===== src/rtl/pong_game_ctrl.sv =====
// pong_game_ctrl: game sequencer for the Pong datapath.
// Runs the idle -> serve -> play -> point/over sequence, owns the ball animator's
// animate and reset inputs, and keeps both players' scores.
//
// Ports:
//   i_clk, i_rst        clock; synchronous active-high reset
//   i_ani_stb           one-cycle frame strobe (shared with the ball animator)
//   i_start             debounced start/serve button (level)
//   i_bx1/i_bx2         ball left/right edge
//   i_by1/i_by2         ball top/bottom edge
//   i_lp_y1/i_lp_y2     left paddle top/bottom
//   i_rp_y1/i_rp_y2     right paddle top/bottom
//   o_animate           ball animator enable
//   o_ball_rst          one-cycle ball animator reset pulse
//   o_score_l/o_score_r player scores
//   o_state             0 idle, 1 serve, 2 play, 3 point, 4 over
//   o_winner            00 none, 01 left, 10 right
module pong_game_ctrl #(
  parameter int unsigned D_WIDTH      = 640,
  parameter int unsigned MISS_MARGIN  = 2,
  parameter int unsigned SERVE_FRAMES = 60,
  parameter int unsigned POINT_FRAMES = 90,
  parameter int unsigned WIN_SCORE    = 7
) (
  input  logic        i_clk,
  input  logic        i_rst,
  input  logic        i_ani_stb,
  input  logic        i_start,
  input  logic [11:0] i_bx1,
  input  logic [11:0] i_bx2,
  input  logic [11:0] i_by1,
  input  logic [11:0] i_by2,
  input  logic [11:0] i_lp_y1,
  input  logic [11:0] i_lp_y2,
  input  logic [11:0] i_rp_y1,
  input  logic [11:0] i_rp_y2,
  output logic        o_animate,
  output logic        o_ball_rst,
  output logic [3:0]  o_score_l,
  output logic [3:0]  o_score_r,
  output logic [2:0]  o_state,
  output logic [1:0]  o_winner
);

  localparam int unsigned MaxFrames = (SERVE_FRAMES > POINT_FRAMES) ? SERVE_FRAMES : POINT_FRAMES;
  localparam int unsigned CntW      = ($clog2(MaxFrames) > 7) ? $clog2(MaxFrames) : 7;

  localparam logic [11:0]     LeftWall  = 12'(MISS_MARGIN);
  localparam logic [11:0]     RightWall = 12'(D_WIDTH - 1 - MISS_MARGIN);
  localparam logic [CntW-1:0] ServeLast = CntW'(SERVE_FRAMES - 1);
  localparam logic [CntW-1:0] PointLast = CntW'(POINT_FRAMES - 1);
  localparam logic [3:0]      WinScore  = 4'(WIN_SCORE);

  typedef enum logic [2:0] {
    StIdle  = 3'd0,
    StServe = 3'd1,
    StPlay  = 3'd2,
    StPoint = 3'd3,
    StOver  = 3'd4
  } state_e;

  state_e          state_q, state_d;
  logic [CntW-1:0] cnt_q, cnt_d;
  logic [3:0]      score_l_q, score_l_d;
  logic [3:0]      score_r_q, score_r_d;
  logic [1:0]      winner_q, winner_d;
  logic            animate_q, animate_d;
  logic            ball_rst_q, ball_rst_d;
  logic            start_q;

  logic       start_rise;
  logic       ov_l, ov_r;
  logic       miss_l, miss_r;
  logic [3:0] score_l_inc, score_r_inc;

  assign start_rise  = i_start & ~start_q;
  assign ov_l        = (i_by2 >= i_lp_y1) && (i_by1 <= i_lp_y2);
  assign ov_r        = (i_by2 >= i_rp_y1) && (i_by1 <= i_rp_y2);
  assign miss_l      = (i_bx1 <= LeftWall) && !ov_l;
  assign miss_r      = (i_bx2 >= RightWall) && !ov_r;
  assign score_l_inc = score_l_q + 4'd1;
  assign score_r_inc = score_r_q + 4'd1;

  always_comb begin
    state_d    = state_q;
    cnt_d      = cnt_q;
    score_l_d  = score_l_q;
    score_r_d  = score_r_q;
    winner_d   = winner_q;
    ball_rst_d = 1'b0;

    unique case (state_q)
      StIdle, StOver: begin
        if (start_rise) begin
          score_l_d  = 4'd0;
          score_r_d  = 4'd0;
          winner_d   = 2'b00;
          ball_rst_d = 1'b1;
          cnt_d      = '0;
          state_d    = StServe;
        end
      end
      StServe: begin
        if (i_ani_stb) begin
          if (cnt_q == ServeLast) begin
            cnt_d   = '0;
            state_d = StPlay;
          end else begin
            cnt_d = cnt_q + CntW'(1);
          end
        end
      end
      StPlay: begin
        // A left-wall miss wins the tie when both walls report a miss.
        if (i_ani_stb && miss_l) begin
          score_r_d = score_r_inc;
          cnt_d     = '0;
          if (score_r_inc == WinScore) begin
            winner_d = 2'b10;
            state_d  = StOver;
          end else begin
            state_d = StPoint;
          end
        end else if (i_ani_stb && miss_r) begin
          score_l_d = score_l_inc;
          cnt_d     = '0;
          if (score_l_inc == WinScore) begin
            winner_d = 2'b01;
            state_d  = StOver;
          end else begin
            state_d = StPoint;
          end
        end
      end
      StPoint: begin
        if (i_ani_stb) begin
          if (cnt_q == PointLast) begin
            cnt_d      = '0;
            ball_rst_d = 1'b1;
            state_d    = StServe;
          end else begin
            cnt_d = cnt_q + CntW'(1);
          end
        end
      end
      default: state_d = StIdle;
    endcase

    // Registered from the next state so animate drops on the same edge as the miss.
    animate_d = (state_d == StPlay);
  end

  always_ff @(posedge i_clk) begin
    if (i_rst) begin
      state_q    <= StIdle;
      cnt_q      <= '0;
      score_l_q  <= 4'd0;
      score_r_q  <= 4'd0;
      winner_q   <= 2'b00;
      animate_q  <= 1'b0;
      ball_rst_q <= 1'b0;
      start_q    <= 1'b0;
    end else begin
      state_q    <= state_d;
      cnt_q      <= cnt_d;
      score_l_q  <= score_l_d;
      score_r_q  <= score_r_d;
      winner_q   <= winner_d;
      animate_q  <= animate_d;
      ball_rst_q <= ball_rst_d;
      start_q    <= i_start;
    end
  end

  assign o_animate  = animate_q;
  assign o_ball_rst = ball_rst_q;
  assign o_score_l  = score_l_q;
  assign o_score_r  = score_r_q;
  assign o_state    = state_q;
  assign o_winner   = winner_q;

endmodule


===== config.mk =====
export PLATFORM = sky130hd
export DESIGN_NAME = pong_game_ctrl
export DESIGN_NICKNAME = d
export VERILOG_FILES = /design/src/rtl/pong_game_ctrl.sv
export SDC_FILE = /design/constraint.sdc
export NUM_CORES = 1
export LEC_CHECK = 0
export CAP_MARGIN = 20
export CORE_MARGIN = 8
export CORE_UTILIZATION = 46
export CTS_BUF_LIST = sky130_fd_sc_hd__clkbuf_16
export DETAILED_ROUTE_END_ITERATION = 16
export PLACE_DENSITY = 0.87
export SLEW_MARGIN = 0
export SYNTH_ARGS = -nofsm -noshare
export SYNTH_HDL_FRONTEND = slang
export SYNTH_SLANG_ARGS = --single-unit

===== constraint.sdc =====
create_clock -name i_clk -period 7 [get_ports i_clk]
set_clock_uncertainty 0.05 [all_clocks]
set_input_delay 0.7 -clock i_clk [delete_from_list [all_inputs] [get_ports i_clk]]
set_output_delay 0.7 -clock i_clk [all_outputs]
set_load 0.02 [all_outputs]

**After elaboration in Yosys (flattened, before gate mapping)**

Cells that the tools add are included.
W data, S select, Z words.

- Bitwise gates (word level): 2
- $add $sub $neg: 3
- Reduce and logical (&&, ||, !) cells: 16
- Eq/ne operators: 18
- $lt $le $gt $ge: 6
- Muxes and demuxes: 34

Operator list:

| operator | count |
|---|---|
| $mux W7 | 7 |
| $pmux W7 S4 | 1 |
| $mux W3 | 9 |
| $ge A12 B12 Y1 | 2 |
| $le A12 B12 Y1 | 2 |
| $mux W4 | 4 |
| $pmux W4 S2 | 2 |
| $ge A12 B10 Y1 const B | 1 |
| $le A12 B2 Y1 const B | 1 |
| $ne A2 B2 Y1 const B | 6 |
| $pmux W3 S4 | 1 |
| $mux W2 | 5 |
| $reduce_and A5 Y1 | 2 |
| $eq A3 B2 Y1 const B | 3 |
| $ne A3 B3 Y1 const B | 3 |
| $add A4 B1 Y4 const B | 2 |
| $eq A4 B3 Y1 const B | 2 |
| $add A7 B1 Y7 const B | 1 |
| $eq A7 B6 Y1 const B | 1 |
| $eq A7 B7 Y1 const B | 1 |
| $logic_and A1 B1 Y1 | 6 |
| $pmux W2 S2 | 1 |
| $reduce_and A4 Y1 | 1 |
| $reduce_bool A4 Y1 | 1 |
| 11 further kinds | 14 |

- Output and inout port bits: 15
- Bits of input ports: 100
- Logic and storage cells: 87
- Bits in registers: 23

**Logic depth before layout (Yosys ltp)**

Gate-level depths: netlist of run 1.

- Depth after elaboration: 9
- Mapped depth: 11
- Mapped depth without buffers: 10

**Worst setup path before layout of run 1**

Ideal clock, no wire load.

- Kind: input -> register
- From: input i_lp_y2[11]
- To: register score_l_q[3], in the netlist o_score_l[3]
- Stages: 10
- Required time: 6.876 ns
- Library setup time: 0.074 ns
- Path slack: 4.209 ns
- Path buffers: 0
- Arrival time: 2.667 ns
- Cells stage by stage: inv_1 ha_1 a21oi_1 o21ai_0 a2111o_1 o221ai_1 and2_4 nand2_1 or4_1 a31oi_1

- Cells in the longest elaborated chain, start to end: 7

RTL lines:

| element | line | text |
|---|---|---|
| start: declaration | 34 | `input logic [11:0] i_lp_y2,` |
| $le A12 B12 Y1 | 77 | `assign ov_l = (i_by2 >= i_lp_y1) && (i_by1 <= i_lp_y2);` |
| $logic_and A1 B1 Y1 | 77 |  |
| $logic_not A1 Y1 | 79 | `assign miss_l = (i_bx1 <= LeftWall) && !ov_l;` |
| $logic_and A1 B1 Y1 | 79 |  |
| $logic_and A1 B1 Y1 | 115 | `if (i_ani_stb && miss_l) begin` |
| $ne A2 B2 Y1 (no source line) | n/a |  |
| $reduce_and A4 Y1 (no source line) | n/a |  |
| end signal: assignment | 166 | `score_l_q <= score_l_d;` |
| end: declaration | 64 | `logic [3:0] score_l_q, score_l_d;` |

Every way passes these cells.
A chain may end at the register's enable or synchronous reset.

**Worst setup path after layout of run 1**

- From: input i_lp_y1[2]
- To: register cnt_q[3]

- Cells in the longest elaborated chain, start to end: 7
- Elaborated cells on any way between the ends: 9
- Classes of those cells: 1 x order compare; 1 x eq/ne; 2 x mux; 5 x reduce/logical

RTL lines:

| element | line | text |
|---|---|---|
| start: declaration | 33 | `input logic [11:0] i_lp_y1,` |
| $ge A12 B12 Y1 (*) | 77 |  |
| $logic_and A1 B1 Y1 (*) | 77 |  |
| $logic_not A1 Y1 (*) | 79 |  |
| $logic_and A1 B1 Y1 (*) | 79 |  |
| $logic_and A1 B1 Y1 (*) | 115 |  |
| $ne A3 B3 Y1 (no source line) or $mux W7 (tied branches) | n/a |  |
| $reduce_and A5 Y1 (no source line) or $pmux W7 S4 (tied branches) | n/a |  |
| end signal: assignment | 165 | `cnt_q <= cnt_d;` |
| end: declaration | 63 | `logic [CntW-1:0] cnt_q, cnt_d;` |

Mark *: on every way between the ends. The rest lies on a longest branch, timed or not.

==> results.md, run 1 <==
- The total congestion overflow after global routing is 0.
- The net count of the finished layout is 606.
- Synthesis inferred 23 register bits.
- The combined flip-flop and latch cell area is 460 um^2.
- The number of distinct library cell variants in the gate-level netlist after synthesis is 46.
- The worst register-to-register path begins at o_state[1].
- For this run, the top clock speed supported by timing is 296 MHz.
- The part of the total power dissipated in sequential elements is 33.5%.
- The number of setup buffers added after CTS is 0.
- The overall die area is 8170 um^2.
- The number of antenna diodes in the final layout is 0.
- The flow ran to the end, and the final reports show no timing, DRC or antenna violations.
- The number of levels in the clock H-tree is 1.
- Once the floorplan was initialized, standard cells occupied 46.8% of the core.
- The count of TritonRoute iterations in the first routing pass is 4.
- The global-route wire length before repair is 13800 um.
- The category of the worst setup path launch point is an input pin.
- The worst hold path depth is 2.
- The headroom to the max-slew limit is 41.8%.
- Sequential cells were found to cover 18.1% of the synthesized design area.
- Port buffering added 114 buffers.
- Global routing consumed, on the met3 layer, 4.57% of the routing resources.
- After clock tree synthesis, the clock-pin slew on the worst setup and hold paths is 0.06 ns.
- Dividing the synthesized area by the synthesized cell count gives 7.56 um^2.
- The min-delay analysis places its worst path in the category reg2reg.
- The maximum buffer depth of the clock tree is 2.
- The via count of the first global-routing pass was 3016.
- The number of setup violations in the final report is 0.
- Cells with a size suffix above 1 make up 2.00% of the layout.
- The congestion estimate from routability-driven global placement came to 0.875.
- For hold timing, the worst endpoint is cnt_q[1].
- Setup repair after global routing left no endpoint under its margin.
- The total DRC errors in the routed layout is 0.
- When the netlist entered floorplanning its net count stood at 491.
- In this run, post-CTS hold repair placed 0 buffers.
- For this design the top-level I/O count stands at 115.
- The reg-to-reg setup timing slack is 4.95 ns.
- met2 is the most crowded layer.
- The library cell with the largest summed area after synthesis is ha_1.
- The synthesis-to-layout area growth is 50.5%.
- At the later pin of the worst-skew pair, clock insertion delay measures 0.26 ns.
- At the pin with the least slew margin, the transition time is 0.870 ns.
- The share of the synthesized area in the top cell type is 26.5%.
- The number of antenna violations at the first check in global routing is 0.
- The overall fraction of global-route tracks in use is 19.6%.
- The placed instances occupy a cell area of 3750 um^2.
- The number of failing hold endpoints at the final stage is 0.
- Measured along the x axis, the die boundary spans 90.4 um.
- On the final layout, the worst hold slack is 0.469 ns.
- The clock network burns 30.6% of the power.
- The vias per cell is 5.49.
- The total of fill cells in the finished design is 440.
- From bottom edge to top edge, the die measures 90.4 um.
- Along the worst path, the maximum fanout reaches 7.
- The antenna violation net count after detailed routing is 0.
- The reported max-cap violation count is 0.
- The endpoint class of the critical path is a register.
- The CTS tree is done.
- The routed wire length is 8060 um.
- Of the available clock period, the critical path in the final layout requires 48.2%.
- The power density normalized to cell area is 104 nW/um^2.
- For this run, the leading register cell type out of synthesis is dfxtp_1.
- After the first detailed-routing iteration, the DRC count stood at 140.
- The number of standard cells after synthesis is 337.
- The worst-case vdd ir drop is 81.0 uV.
- The endpoint of the most critical register-to-register path is cnt_q[3].
- The total number of vias is 2872.
- The sum of negative setup slack is 0 ns.
- The routed design could run at a clock period as short as 3.37 ns.
- The number of gates resized after cts is 0.
- The library cell used as clock root buffer is clkbuf_16.
- The library cells used most frequently in the layout, excluding fill and tap cells, are 114 x clkdlybuf4s50_1, 54 x ha_1, 50 x inv_1.
- The maximum number of pins on one net before global-route repair is 26.
- The library cell used most frequently in the layout, excluding fill and tap cells, is clkdlybuf4s50_1.
- The origin of the worst min-delay path is cnt_q[1].
- Dividing the detail-routed wire length by the instance count gives 15.4 um.
- The final max-slew violation count is 0.
- The area taken by multi-input logic gates is 1870 um^2.
- After synthesis, the cell types taking the most area are ha_1 27%, dfxtp_1 18%, inv_1 7.2%, a21oi_1 5.7%, nand2_1 4.4%.
- The design internal power is 292 uW.
- In this run the static leakage power is 0.00171 uW.
- The net switching power of the design is 108 uW.
- The netlist area before placement is 2550 um^2.
- The detailed placer's ending HPWL is 7010 um.
- For this run, asynchronously set or reset flops after synthesis account for 0%.
- The count of warnings emitted by yosys is 0.
- The cell area after layout is 3830 um^2.
- The region available for standard cell placement spans 5440 um^2.
- The row count is 27.
- The data arrival time at the worst-slack endpoint is 3.42 ns.
- For this run, the share of the core covered by cells in the final layout is 70.4%.
- Measured in cells, the most critical reg-to-reg path has a length of 5.
- Of the total power, the share spent switching nets is 26.9%.
- The number of sinks handled by clock tree synthesis is 23.
- Combinational logic is responsible for 35.8% of the overall power.
- The required time reported for the critical path endpoint is 7.05 ns.
- Counting flops with a built-in enable in the synthesized netlist gives 0.
- The CTS buffer count is 3.
- For met1 alone, demand over resource in global routing was 21.2%.
- The critical path is of the in2reg type.
- For met2 alone, demand over resource in global routing was 36.0%.
cell usage after synthesis, drive strengths merged, types with 4 or more instances:
library cell  instances
and2                  4
nand3                 7
nor3                  9
inv                  49
nor4                  4
a31oi                 7
a211oi                4
nor2b                 8
ha                   54
nand4                12
dfxtp                23
nand2                30
a21oi                29
or3                   4
o21ai                16
and3                  4
nand2b                9
nor2                 19
a311oi                6
kinds of logic after synthesis:
group                    count (synthesis)  synth area share (%)
adder cells (fa/ha/maj)                 54                  26.5
multiplexers                             2                 0.786
XOR/XNOR                                 3                  1.03
buffers and inverters                   54                  8.40
flip-flops                              23                  18.1
AO/OA/AOI/OAI                           81                  20.0
AND/OR/NAND/NOR                        120                  25.1
per-stage QoR:
stage,total power (uW),cells,setup WS (ns)
after detailed placement,279,518,3.39
after global placement,272,518,3.44
after CTS,401,522,3.65
after floorplan,199,337,4.21
final,400,523,3.63
after global routing,424,523,3.33
power by group through the flow:
stage	registers (uW)	clock network (uW)	logic, uW
floorplan	138	0	61.0
global placement	137	0	136
detailed placement	137	0	142
CTS	134	123	143
global route	134	130	160
finish	134	122	143
worst max-delay path by stage:
stage	from	to
global route	i_rp_y1[2]	o_score_l[3]
CTS	i_by2[2]	cnt_q[3]
global placement	i_lp_y1[2]	cnt_q[5]
finish	i_lp_y1[2]	cnt_q[3]
floorplan	i_lp_y2[11]	o_score_l[3]
detailed placement	i_by2[2]	cnt_q[3]
metal layers:
layer / vias up / wire length [um]
met3: 22 / 500
met2: 120 / 4080
met5: - / 0
li1: 1449 / -
met1: 1281 / 3220
met4: 0 / 260
area by class of cell:
| cell class | instances | share of cell area [%] |
|---|---|---|
| multi-input combinational | 260 | 48.9 |
| sequential | 23 | 12.0 |
| tap | 72 | 2.35 |
| clock buffer | 3 | 1.96 |
| clock inverter | 1 | 0.0980 |
| inverter | 49 | 4.80 |
| timing repair buffer | 115 | 29.9 |
critical path, stage by stage:
cell and delay [ns]:
clkdlybuf4s50_1 0.45, inv_1 0.04, ha_1 0.28, a211o_1 0.29, a31oi_1 0.15, nor4_1 0.07
or4_1 0.51, nand2_1 0.20, nor3_1 0.09, nor2_1 0.44, a311oi_1 0.18
flip-flops by register name, indices dropped and copies added (netlist names):
name / flops
cnt_q: 7
o_animate: 1
o_ball_rst: 1
o_score_l: 4
o_score_r: 4
o_state: 3
o_winner: 2
start_q: 1
(Power assumes the default switching activity.)
==> run 2: changes to the inputs <==
--- a/config.mk
+++ b/config.mk
@@ -7,10 +7,10 @@
 export LEC_CHECK = 0
 export CAP_MARGIN = 20
 export CORE_MARGIN = 8
-export CORE_UTILIZATION = 46
+export CORE_UTILIZATION = 39
 export CTS_BUF_LIST = sky130_fd_sc_hd__clkbuf_16
 export DETAILED_ROUTE_END_ITERATION = 16
-export PLACE_DENSITY = 0.87
+export PLACE_DENSITY = 0.79
 export SLEW_MARGIN = 0
 export SYNTH_ARGS = -nofsm -noshare
 export SYNTH_HDL_FRONTEND = slang
==> constraint.sdc (replaced) <==
create_clock -name i_clk -period 3.1 [get_ports i_clk]
set_clock_uncertainty 0.05 [all_clocks]
set_input_delay 0.31 -clock i_clk [delete_from_list [all_inputs] [get_ports i_clk]]
set_output_delay 0.31 -clock i_clk [all_outputs]
set_load 0.02 [all_outputs]
==> run 2 against run 1 <==
  * Worst hold slack got worse by 0.0052 ns
  * Flip-flop and latch count unchanged
  * Via count fell by 0.24%
  * Setup slack worse by 3.4 ns
  * Design area up 1.0%
  * Register-to-register slack worse by 3.9 ns
  * Utilization is 9.5 points lower
  * First-iteration DRC count decreased by 30%
  * Count of clock-buffer cells in the layout stayed put
  * Combinational power grew 130%
  * Cell count is 1.7% higher
  * Critical endpoint is now o_score_l[3]
  * Largest cell class unchanged
==> results.md, run 2 (synthesized netlist as in run 1, its figures left out) <==
- The data arrival time at the worst-slack endpoint was 3.00 ns (-0.42 ns).
- The number of levels in the clock H-tree came to 1 (unchanged).
- The class of the tightest hold or removal check is reg2reg.
- The relative contribution of combinational cells to total power is 35.9% (about the same).
- The final critical delay including setup and external delays is 2.89 ns.
- The buffers inserted during post-CTS setup optimization is 0 (unchanged).
- The library cell used most frequently in the layout, excluding fill and tap cells, is clkdlybuf4s50_1.
- The fraction of layout cells with a size suffix above 1 is 2.86% (+0.86 points).
- The total of fill cells in the finished design is 561 (+28%).
- The net switching share of the total power was 26.8% (-0.14 points).
- The row count is 29 (+7.4%).
- The count of hold buffers inserted by post-cts repair is 0 (unchanged).
- The met1 wire length is 3290 um (+2.0%).
- The clock transition time at the flip-flop clock pins of the worst setup and hold paths is 0.06 ns (about the same).
- The flip-flop count of the largest register after layout is 7 (unchanged).
- The total DRC errors in the routed layout is 0 (unchanged).
- The routed wire length is 8020 um (-0.47%).
- The standard cell core area was 6350 um^2 (+17%).
- The die boundary height is 96.8 um (+7.1%).
- The core utilization of the finished layout is 60.9% (-9.5 points).
- On the critical path the largest part of the delay comes from compound AO/OA/AOI/OAI gates.
- The combined buffer and inverter count along the critical path came to 2 (unchanged).
- Traced cell by cell, the critical path runs through clkdlybuf4s50_1 -> inv_1 -> ha_1 -> a21oi_1 -> o21ai_0 -> a2111o_1 -> o221ai_1 -> and2_4 -> nand2_1 -> or4_1 -> a31oi_1.
- The sum of negative setup slack is 0 ns (unchanged).
- The overall die area is 9370 um^2 (+15%).
- The antenna violation net count after detailed routing is 0 (unchanged).
- The worst reg2reg path startpoint is o_state[1].
- The headroom to the max-slew limit is 40.4% (-1.4 points).
- The logic depth of the worst setup path including buffers is 11 (unchanged).
- The flow ran to the end, and the final reports show no timing, DRC or antenna violations.
- The endpoint of the most critical register-to-register path is cnt_q[3].
- The overall fraction of global-route tracks in use is 16.5% (-3.1 points).
- The initial DRC count was 98 (-30%).
- The floorplan die width is 96.8 um (+7.1%).
- The number of diodes added for antenna fixing is 0 (unchanged).
- In the layout the commonest cells are 114 x clkdlybuf4s50_1, 54 x ha_1, 50 x inv_1.
- The power density normalized to cell area was 233 nW/um^2 (+120%).
- The design internal power is 661 uW (+130%).
- The number of failing hold endpoints at the final stage is 0 (unchanged).
- The final clock period utilization by the worst path is 93.3%.
- The category of the worst setup path launch point is an input pin.
- The global-route wire length before repair was 13600 um (-1.1%).
- The slew of the pin with the lowest slew margin is 0.891 ns (+0.0211 ns).
- The maximum number of pins on one net before global-route repair is 26 (unchanged).
- The final net count is 610 (+0.66%).
- The CTS buffer count is 3 (unchanged).
- The via count of the first global-routing pass was 2997 (-0.63%).
- The required time reported for the critical path endpoint is 3.21 ns (-3.84 ns).
- The reg-to-reg setup timing slack is 1.07 ns (-3.88 ns).
- The worst-case vdd ir drop came to 319 uV (+290%).
- The critical-path cell with the highest stage delay is or4_1.
- The number of sinks handled by clock tree synthesis is 23 (unchanged).
- The launch point of the critical path is i_lp_y2[11].
- The met2 wire length came to 4250 um (+4.3%).
- The total congestion overflow after global routing is 0 (unchanged).
- The largest driver fanout on the critical path is 4 (-3).
- The endpoint class of the critical path is a register.
- The clock latency on the worst-skew pair is 0.25 ns (about the same).
- The final max-slew violation count is 0 (unchanged).
- The net switching power of the design is 242 uW (+120%).
- The clock share of power is 30.6% (about the same).
- The depth of the most critical reg-to-reg path is 5 (unchanged).
- The number of gates resized after cts is 0 (unchanged).
- In this run the worst setup path terminates at o_score_l[3].
- The reported max-cap violation count was 0 (unchanged).
- The number of top-level pins is 115 (unchanged).
- The worst hold path begins at o_winner[1].
- The register with the most flip-flops in the final layout is cnt_q.
- The count of TritonRoute iterations in the first routing pass is 4 (unchanged).
- The starting density of the core is 40.1% (-6.7 points).
- The tree is rooted in a clkbuf_16.
- The number of setup violations in the final report is 0 (unchanged).
- The largest stage delay on the critical path is 0.50 ns (about the same).
- The leakage power came to 0.00173 uW (+1.2%).
- The fmax is 346 MHz.
- The total number of vias was 2865 (-0.24%).
- TritonCTS built the clock tree.
- The synthesis-to-layout area growth is 52.0%.
- The routability congestion estimate came to 0.814 (-7.0%).
- The vias per cell was 5.39 (-1.9%).
- The met3 routed wirelength is 420 um (-16%).
- The maximum buffer depth of the clock tree came to 2 (unchanged).
- The detailed placer's ending HPWL is 6970 um (-0.60%).
- The worst setup path is of the in2reg kind.
- The highest metal layer carrying signal wires in the routed design is met4.
- The routed wire length per instance was 15.1 um (-2.2%).
- The quantity of I/O buffers inserted on ports is 114 (unchanged).
- The part of the total power dissipated in sequential elements is 33.5% (about the same).
- The number of antenna violations at the first check in global routing is 0 (unchanged).
-- run 2: stage by stage --
step                      power, uW  hold WS (ns)  setup slack (ns)  instances  area [um^2]
final                           903         0.463             0.209        532         3870
after global routing            964         0.499          -0.00155        532         3870
after CTS                       910         0.472             0.153        531         3860
after detailed placement        632         0.459            -0.112        527         3780
after global placement          620         0.441            0.0300        527         3780
after floorplan                 449         0.388             0.699        337         2550
-- run 2: metal layers --
metal	vias to the layer above	global-route usage (%)
li1	1455	-
met1	1319	18.2
met2	87	31.3
met3	4	3.49
met4	0	3.31
met5	-	0
-- run 2: worst min path at each step --
stage | end | slack, ns | cells after the start
floorplan | start_q | 0.39 | 1
global placement | cnt_q[1] | 0.44 | 2
detailed placement | o_winner[1] | 0.46 | 2
CTS | o_winner[1] | 0.47 | 2
global route | o_score_r[3] | 0.50 | 1
finish | o_winner[1] | 0.46 | 2
-- run 2: worst reg2reg max path: stages (launching register included) --
cell,delay (ns)
dfxtp_1,0.55
mux2i_1,0.27
nor2b_1,0.31
a21oi_1,0.08
nor2_1,0.43
a311oi_1,0.18
-- run 2: cell type report --
type / count / area (um^2) / area share (%)
well taps: 77 / 96.3 / 2.49
clock inverters: 1 / 3.75 / 0.0970
clock buffers: 3 / 75.1 / 1.94
inverters: 49 / 184 / 4.75
repair buffers: 119 / 1180 / 30.5
multi-input cells: 260 / 1870 / 48.4
flip-flops and latches: 23 / 460 / 11.9
-- run 2: power by group through the flow --
stage	Combinational, uW	Sequential (uW)	Clock, uW
6_report	324	303	276
4_1_cts	325	303	282
5_1_grt	364	303	297
2_1_floorplan	138	311	0
3_3_place_gp	311	309	0
3_5_place_dp	323	309	0
